**src/rtl/codigo_pkg.sv**
```systemverilog
// codigo_pkg: code digits, sender FSM states and active-low 7-segment patterns shared by the lock and the code sender
package codigo_pkg;
  localparam int N_DIGITOS = 6;
  localparam logic [3:0] CODIGO [0:N_DIGITOS-1] = '{4'd5, 4'd9, 4'd0, 4'd2, 4'd8, 4'd1};
  typedef enum logic [1:0] {OCIOSO, ENVIA, FIM} estado_t;
  localparam logic [6:0] SEG_APAGADO = 7'b1111111;
  localparam logic [6:0] SEG [0:9] = '{
    7'b0000001, 7'b1001111, 7'b0010010, 7'b0000110, 7'b1001100,
    7'b0100100, 7'b0100000, 7'b0001111, 7'b0000000, 7'b0000100
  };
endpackage

```
**src/rtl/decod_7seg.sv**
```systemverilog
// decod_7seg: 4-bit digit to active-low segments {A..G}; values above 9 show all segments off
module decod_7seg
  import codigo_pkg::*;
(
  input  logic [3:0] digito,
  output logic [6:0] seg
);
  always_comb seg = digito > 4'd9 ? SEG_APAGADO : SEG[digito];
endmodule

```
**src/rtl/transmissor_codigo.sv**
```systemverilog
// transmissor_codigo: sends the lock code 5,9,0,2,8,1 holding each digit DURACAO cycles; DISPLAY_7SEG_EN adds registered segments A..G
module transmissor_codigo
  import codigo_pkg::*;
#(
  parameter int DURACAO = 4
) (
  input  logic       clk,
  input  logic       reset,
  input  logic       iniciar,
  output logic [4:1] numero,
  output logic       insere,
  output logic       ocupado,
  output logic       concluido
`ifdef DISPLAY_7SEG_EN
  ,
  output logic       A,
  output logic       B,
  output logic       C,
  output logic       D,
  output logic       E,
  output logic       F,
  output logic       G
`endif
);
  estado_t estado, estado_prox;
  logic [2:0] idx, idx_prox;
  logic [3:0] cnt, cnt_prox;
  logic fim_digito, ultimo;
  always_ff @(posedge clk) begin
    if (reset) begin
      estado <= OCIOSO;
      idx <= 3'd0;
      cnt <= 4'd0;
    end else begin
      estado <= estado_prox;
      idx <= idx_prox;
      cnt <= cnt_prox;
    end
  end
  always_comb begin
    fim_digito = cnt == 4'(DURACAO - 1);
    ultimo = idx == 3'(N_DIGITOS - 1);
    estado_prox = estado == OCIOSO ? (iniciar ? ENVIA : OCIOSO)
                : estado == ENVIA ? (fim_digito && ultimo ? FIM : ENVIA)
                : OCIOSO;
    cnt_prox = estado == ENVIA && !fim_digito ? cnt + 4'd1 : 4'd0;
    idx_prox = estado != ENVIA ? 3'd0 : fim_digito && !ultimo ? idx + 3'd1 : idx;
  end
  always_comb begin
    numero = estado == ENVIA ? CODIGO[idx] : 4'd0;
    insere = estado == ENVIA && cnt == 4'd0;
    ocupado = estado == ENVIA;
    concluido = estado == FIM;
  end
`ifdef DISPLAY_7SEG_EN
  // Decoding the next digit lets the registered segments change together with numero.
  logic [6:0] seg_prox, seg;
  decod_7seg u_decod (
    .digito(estado_prox == ENVIA ? CODIGO[idx_prox] : 4'hF),
    .seg   (seg_prox)
  );
  always_ff @(posedge clk) seg <= reset ? SEG_APAGADO : seg_prox;
  assign {A, B, C, D, E, F, G} = seg;
`endif
endmodule

```
**config.mk**
```make
export PLATFORM = sky130hd
export DESIGN_NAME = transmissor_codigo
export DESIGN_NICKNAME = d
export VERILOG_FILES = /design/src/rtl/codigo_pkg.sv /design/src/rtl/decod_7seg.sv /design/src/rtl/transmissor_codigo.sv
export SDC_FILE = /design/constraint.sdc
export NUM_CORES = 1
export LEC_CHECK = 0
export CORE_AREA = 3 3 40 42
export DETAILED_ROUTE_END_ITERATION = 6
export DIE_AREA = 0 0 43 45
export PLACE_DENSITY = 0.69
export SETUP_SLACK_MARGIN = 0.3
export SLEW_MARGIN = 20
export SYNTH_ARGS = -nofsm -noshare
export SYNTH_HDL_FRONTEND = slang
export SYNTH_SLANG_ARGS = --single-unit
export TNS_END_PERCENT = 30
```
**constraint.sdc**
```tcl
create_clock -name clk -period 2.3 [get_ports clk]
set_clock_uncertainty 0.2 [all_clocks]
set_input_delay 0.345 -clock clk [delete_from_list [all_inputs] [get_ports clk]]
set_output_delay 0.345 -clock clk [all_outputs]
set_load 0.05 [all_outputs]
```
Word-level counts from Yosys, hierarchy flattened
Memories as Yosys holds them, arrays and structs flattened.
Cells that the tools add are included.
Cells by class
  $add $sub $neg: 2
  order comparisons: 1
  equality and inequality tests: 5
  multiplexer cells: 7
  bitwise logic cells: 2
  reductions and logical operators: 10
Operator list (number)
  $mux W4: 3
  $mux W2: 3
  $add A4 B1 Y4 const B: 1
  $eq A4 B2 Y1 const B: 1
  $ge A4 B4 Y1 const B: 1
  $logic_and A1 B1 Y1: 4
  $logic_not A4 Y1: 1
  $not A3 Y4: 1
  $reduce_or A2 Y1: 2
  $add A3 B1 Y3 const B: 1
  $eq A3 B3 Y1 const B: 1
  $eq A2 B1 Y1 const B: 1
  $eq A2 B2 Y1 const B: 1
  $logic_not A1 Y1: 2
  $logic_not A2 Y1: 1
  $ne A2 B1 Y1 const B: 1
  $mux W1: 1
  $not A1 Y1: 1
Word-level totals
  register bits: 9
  bits in read-only memories: 32
  bits of input ports: 3
  output and inout port bits: 7
  logic and storage cells: 31
  memories kept: 1
Memory list
  (no name shown): words 8, bits a word 4, read ports 1, clocked after Yosys merged registers in 0, write ports 0, RTL line transmissor_codigo.sv:50  | numero = estado == ENVIA ? CODIGO[idx] : 4'd0;

Longest topological paths before layout
  depth in word-level cells: 5
  mapped depth: 5
  gate-level depth less buffers: 5

Worst setup path after synthesis
No wires, ideal clock.
  path type: reg-to-output
  from: register estado[1]
  to: output insere
  arrival: 2114 ps
  required time: 1755 ps
  path slack: -359 ps
  cell stages (with the launch flop): 3
  buffers on the path: 0
  cells stage by stage: dfxtp_1 > nand2b_1 > nor4b_1
Between the ends
  word-level cells in the longest chain between the ends: 2
Ends and longest elaborated chain
  from (decl): RTL line transmissor_codigo.sv:25  | estado_t estado, estado_prox;
  from (signal assigned): RTL line transmissor_codigo.sv:35  | estado <= estado_prox;
  $eq A2 B1 Y1: RTL line transmissor_codigo.sv:51  | insere = estado == ENVIA && cnt == 4'd0;
  $logic_and A1 B1 Y1: RTL line transmissor_codigo.sv:51
  to (decl): RTL line transmissor_codigo.sv:11  | output logic insere,
No other way between the ends.

Worst setup path after layout
  from: register idx[1]
  to: output numero[4] (netlist bit)
Between the ends
  word-level cells in the longest chain between the ends: 5
Ends and longest elaborated chain
  from (decl): RTL line transmissor_codigo.sv:26  | logic [2:0] idx, idx_prox;
  from (signal assigned): RTL line transmissor_codigo.sv:36  | idx <= idx_prox;
  $not A3 Y4 (not written as such): RTL line transmissor_codigo.sv:50
  $mem_v2 Z8 W4
  $mux W4 (not written as such) (2 in series): RTL line transmissor_codigo.sv:50
  $mux W4: RTL line transmissor_codigo.sv:50
  to (decl): RTL line transmissor_codigo.sv:10  | output logic [4:1] numero,
No other way between the ends. The select of a mux whose other input is x is not followed.

==> key figures <==
Global routing
  – Met3 Usage GRT: approximately 4.8%
  – Met1 layer usage reported by global route: about an eighth
  – Overall fraction of global-route tracks in use: between 10 and 15%
  – Number of global-route vias before repair: around 370
  – Total global routing overflow: 0
  – Maximum number of pins on one net before global-route repair: 9
  – Number of antenna violations at the first check in global routing: 0
  – Global-route wire length before repair: ~1500 µm
  – GR Layer Usage met2: between 10% and 20%
  – Gr busiest metal: met2

Layout
  – Layout-stage area growth over the synthesis result: 23.0%
  – Ant. Diodes: 0
  – Net count reported at finish: 79
  – Fraction of layout cells with a size suffix above 1: between 20% and 30%

STA
  – Worst-case headroom to the max-slew limit: 67.9%
  – Max-slew violation count: 0
  – TNS Setup: 0 ns
  – Unrepaired setup endpoints after global routing: false
  – Final setup violation count: 0
  – Highest Clock Rate: around 0.54 GHz
  – Final cycle utilization of the critical path: a little over 80%
  – Slew @ Worst Pin: 0.483 ns
  – Crit path time final: roughly 1.9 ns
  – Number of failing hold endpoints at the final stage: 0

Power
  – Areal power density over the cells: 520 nW/µm²
  – Maximum vdd drop: 0.000318 V
  – Leakage component of the power: 0.252 nW
  – Total Power: 0.324 mW

Logic synthesis
  – Simple-gate portion of the synthesized area: 26.9%
  – Commonest cells in the netlist: sky130_fd_sc_hd__dfxtp_1 (9), sky130_fd_sc_hd__ha_1 (6), sky130_fd_sc_hd__inv_1 (6)
  – Multiplexer area fraction after synthesis: 0%
  – Average cell area after synthesis: around 8.9 µm²
  – Cell type with the highest aggregate area in the netlist: sky130_fd_sc_hd__dfxtp_1
  – Register bit count reported by yosys: 9
  – Ranking of synthesized cells by area: sky130_fd_sc_hd__dfxtp_1 (36%), sky130_fd_sc_hd__ha_1 (15%), sky130_fd_sc_hd__inv_1 (4.4%), sky130_fd_sc_hd__nand3_1 (4.0%), sky130_fd_sc_hd__a21oi_1 (3.0%)
  – Share of the synthesized area in the top cell type: a little over a third
  – Count leader, synth: sky130_fd_sc_hd__dfxtp_1
  – Synthesized instance count: 57
  – Area fraction in compound gates after synthesis: about an eighth
  – Async S/R FF share, synth: 0%
  – Syn. warnings: 0
  – Post-Syn Area: 507 µm²
  – Top flip-flop cell by instance count after synthesis: sky130_fd_sc_hd__dfxtp_1
  – Number of enable-type register cells in the synthesized netlist: 0
  – Proportion of synthesized chip area in sequential cells: a little over a third
  – Number of nets produced by synthesis: 66
  – Post-synthesis adder-cell area fraction: roughly 15%
  – Combinational family with the most area after synthesis: simple AND/OR/NAND/NOR gates
  – Distinct cells, synth: 24
  – XOR/XNOR share of the synthesized area: under 10%

Worst setup path
  – Worst Path Class, Setup: reg2out
  – Highest fanout seen on the critical path: 5
  – Beginning of the worst register-to-register path: cnt[0]
  – Crit path capture type: output port
  – Startpoint Class: register
  – R2R Path End: idx[2]
  – Depth of the worst register-to-register path: 4
  – Required time of the critical path: 1.75 ns
  – Crit path arrival time: 1.31 ns
  – Worst reg2reg setup slack: 0.64 ns

Clocking
  – Total CTS buffers: 3
  – Root Buffer: sky130_fd_sc_hd__clkbuf_4
  – Clock tree from TritonCTS: done
  – Clk sink count: 9
  – Clock-pin slew reported for the worst setup and hold paths after clock tree synthesis: ~0.060 ns
  – Buffer count from post-CTS setup fixing: 0
  – Clock H-tree levels: 1
  – Clock latency on the worst-skew pair: roughly 0.25 ns
  – Maximum buffer depth of the clock tree: 2

Place
  – Port bufs: 9
  – Placed wire-length estimate after detailed placement: between 600 and 700 µm
  – RD Place Congestion: about 0.76

Flow run
  – Max-capacitance violation count: 0

Floorplanning
  – Chip Width: about 43 µm
  – Core footprint: between 1000 and 1500 µm²
  – Placement row count: 13
  – Starting density of the core: just under 40%
  – DIE AREA: about 1900 µm²
  – Height of the die: between 40 and 50 µm
  – IO Pins: 10

Hold path
  – Hold worst-path end: cnt[0]
  – Worst min-delay path category: reg2reg
  – Launch instance of the worst min-delay path: cnt[0]
  – Depth of the worst hold-timing path: 1

Route
  – Via density per instance: between 4 and 5
  – Via count: a little over 400
  – Initial DRT Pass Iterations: 3
  – DRC marker count from the first detailed-route iteration: 13
  – Total wirelength of the detailed-routed design: ~870 µm
  – Average wire per cell in the routed design: just over 10 µm
  – Number of remaining DRC errors: 0
  – Number of antenna-violating nets in the routed design: 0

Status
  – Result of the run: finished, final reports clean
cell type report:
| type | count | area (µm²) |
|---|---|---|
| flip-flops and latches | 9 | 180 |
| well taps | 15 | 18.8 |
| fillers | 133 | 662 |
| repair buffers | 9 | 73.8 |
| inverters | 6 | 22.5 |
| clock buffers | 4 | 26.3 |
| multi-input cells | 41 | 302 |
layout by cell type (no fill, tap or decap), drive strengths merged, types with 3 or more instances in the layout:
| cell | n |
|---|---|
| clkbuf | 4 |
| nor2 | 4 |
| a21oi | 3 |
| ha | 6 |
| buf | 6 |
| inv | 6 |
| dfxtp | 9 |
| nand3 | 4 |
where the power goes:
group	switching, mW	internal [mW]
Sequential	0.00266	0.159
Combinational	0.0292	0.0155
Clock	0.0515	0.0666
Total	0.0834	0.241
layer usage:
metal	share of wire (%)	vias to the layer above	wire length (µm)
li1	-	222	-
met1	50	186	436
met2	46	6	396
met3	4.0	0	35
met4	0	0	0
met5	0	-	0
registers in the layout, indices dropped and copies added (netlist names):
| signal | flops |
|---|---|
| cnt | 4 |
| idx | 3 |
| estado | 2 |
critical path: stages, from the launching register on:
cell and delay, ns:
sky130_fd_sc_hd__dfxtp_1 0.38, sky130_fd_sc_hd__inv_1 0.08, sky130_fd_sc_hd__ha_2 0.21, sky130_fd_sc_hd__a21oi_1 0.14
sky130_fd_sc_hd__nor2_1 0.05, sky130_fd_sc_hd__buf_4 0.19
repair_timing:
| action | in CTS | in global routing |
|---|---|---|
| resized for setup | 1 | 1 |
| endpoints found under the setup margin | 1 | 1 |
| hold buffers | 0 | 0 |
| gates cloned | 0 | 0 |
| pin swaps | 0 | 0 |
kinds of logic (layout without fill, tap and decap cells):
kind of cell               Yosys count  count (layout)
xor gates and xnor gates             2               2
AOI/OAI and AO/OA                    9               9
DFF                                  9               9
buffers and inverters                7              19
adders and majority gates            6               6
and+or+nand+nor                     24              24
worst max path at each step:
| stage | startpoint | endpoint | slack (ns) | depth (start not counted) |
|---|---|---|---|---|
| floorplan | estado[1] | numero[1] | 0.05 | 2 |
| global placement | estado[1] | concluido | 0.50 | 2 |
| detailed placement | estado[1] | concluido | 0.48 | 2 |
| CTS | idx[1] | numero[4] | 0.39 | 5 |
| global route | idx[1] | numero[4] | 0.34 | 5 |
| finish | idx[1] | numero[4] | 0.45 | 5 |
metrics by stage:
step	instances	hold slack, ns	cell area, µm²	setup WS [ns]	utilization (%)
6_report	84	0.263	623	0.449	48.5
4_1_cts	84	0.267	621	0.390	48.3
2_1_floorplan	57	0.222	513	0.0521	-
5_1_grt	84	0.284	623	0.336	48.5
3_5_place_dp	80	0.252	596	0.483	46.3
3_3_place_gp	80	0.243	596	0.501	46.3
No activity file was read; power rests on OpenSTA's default activity.
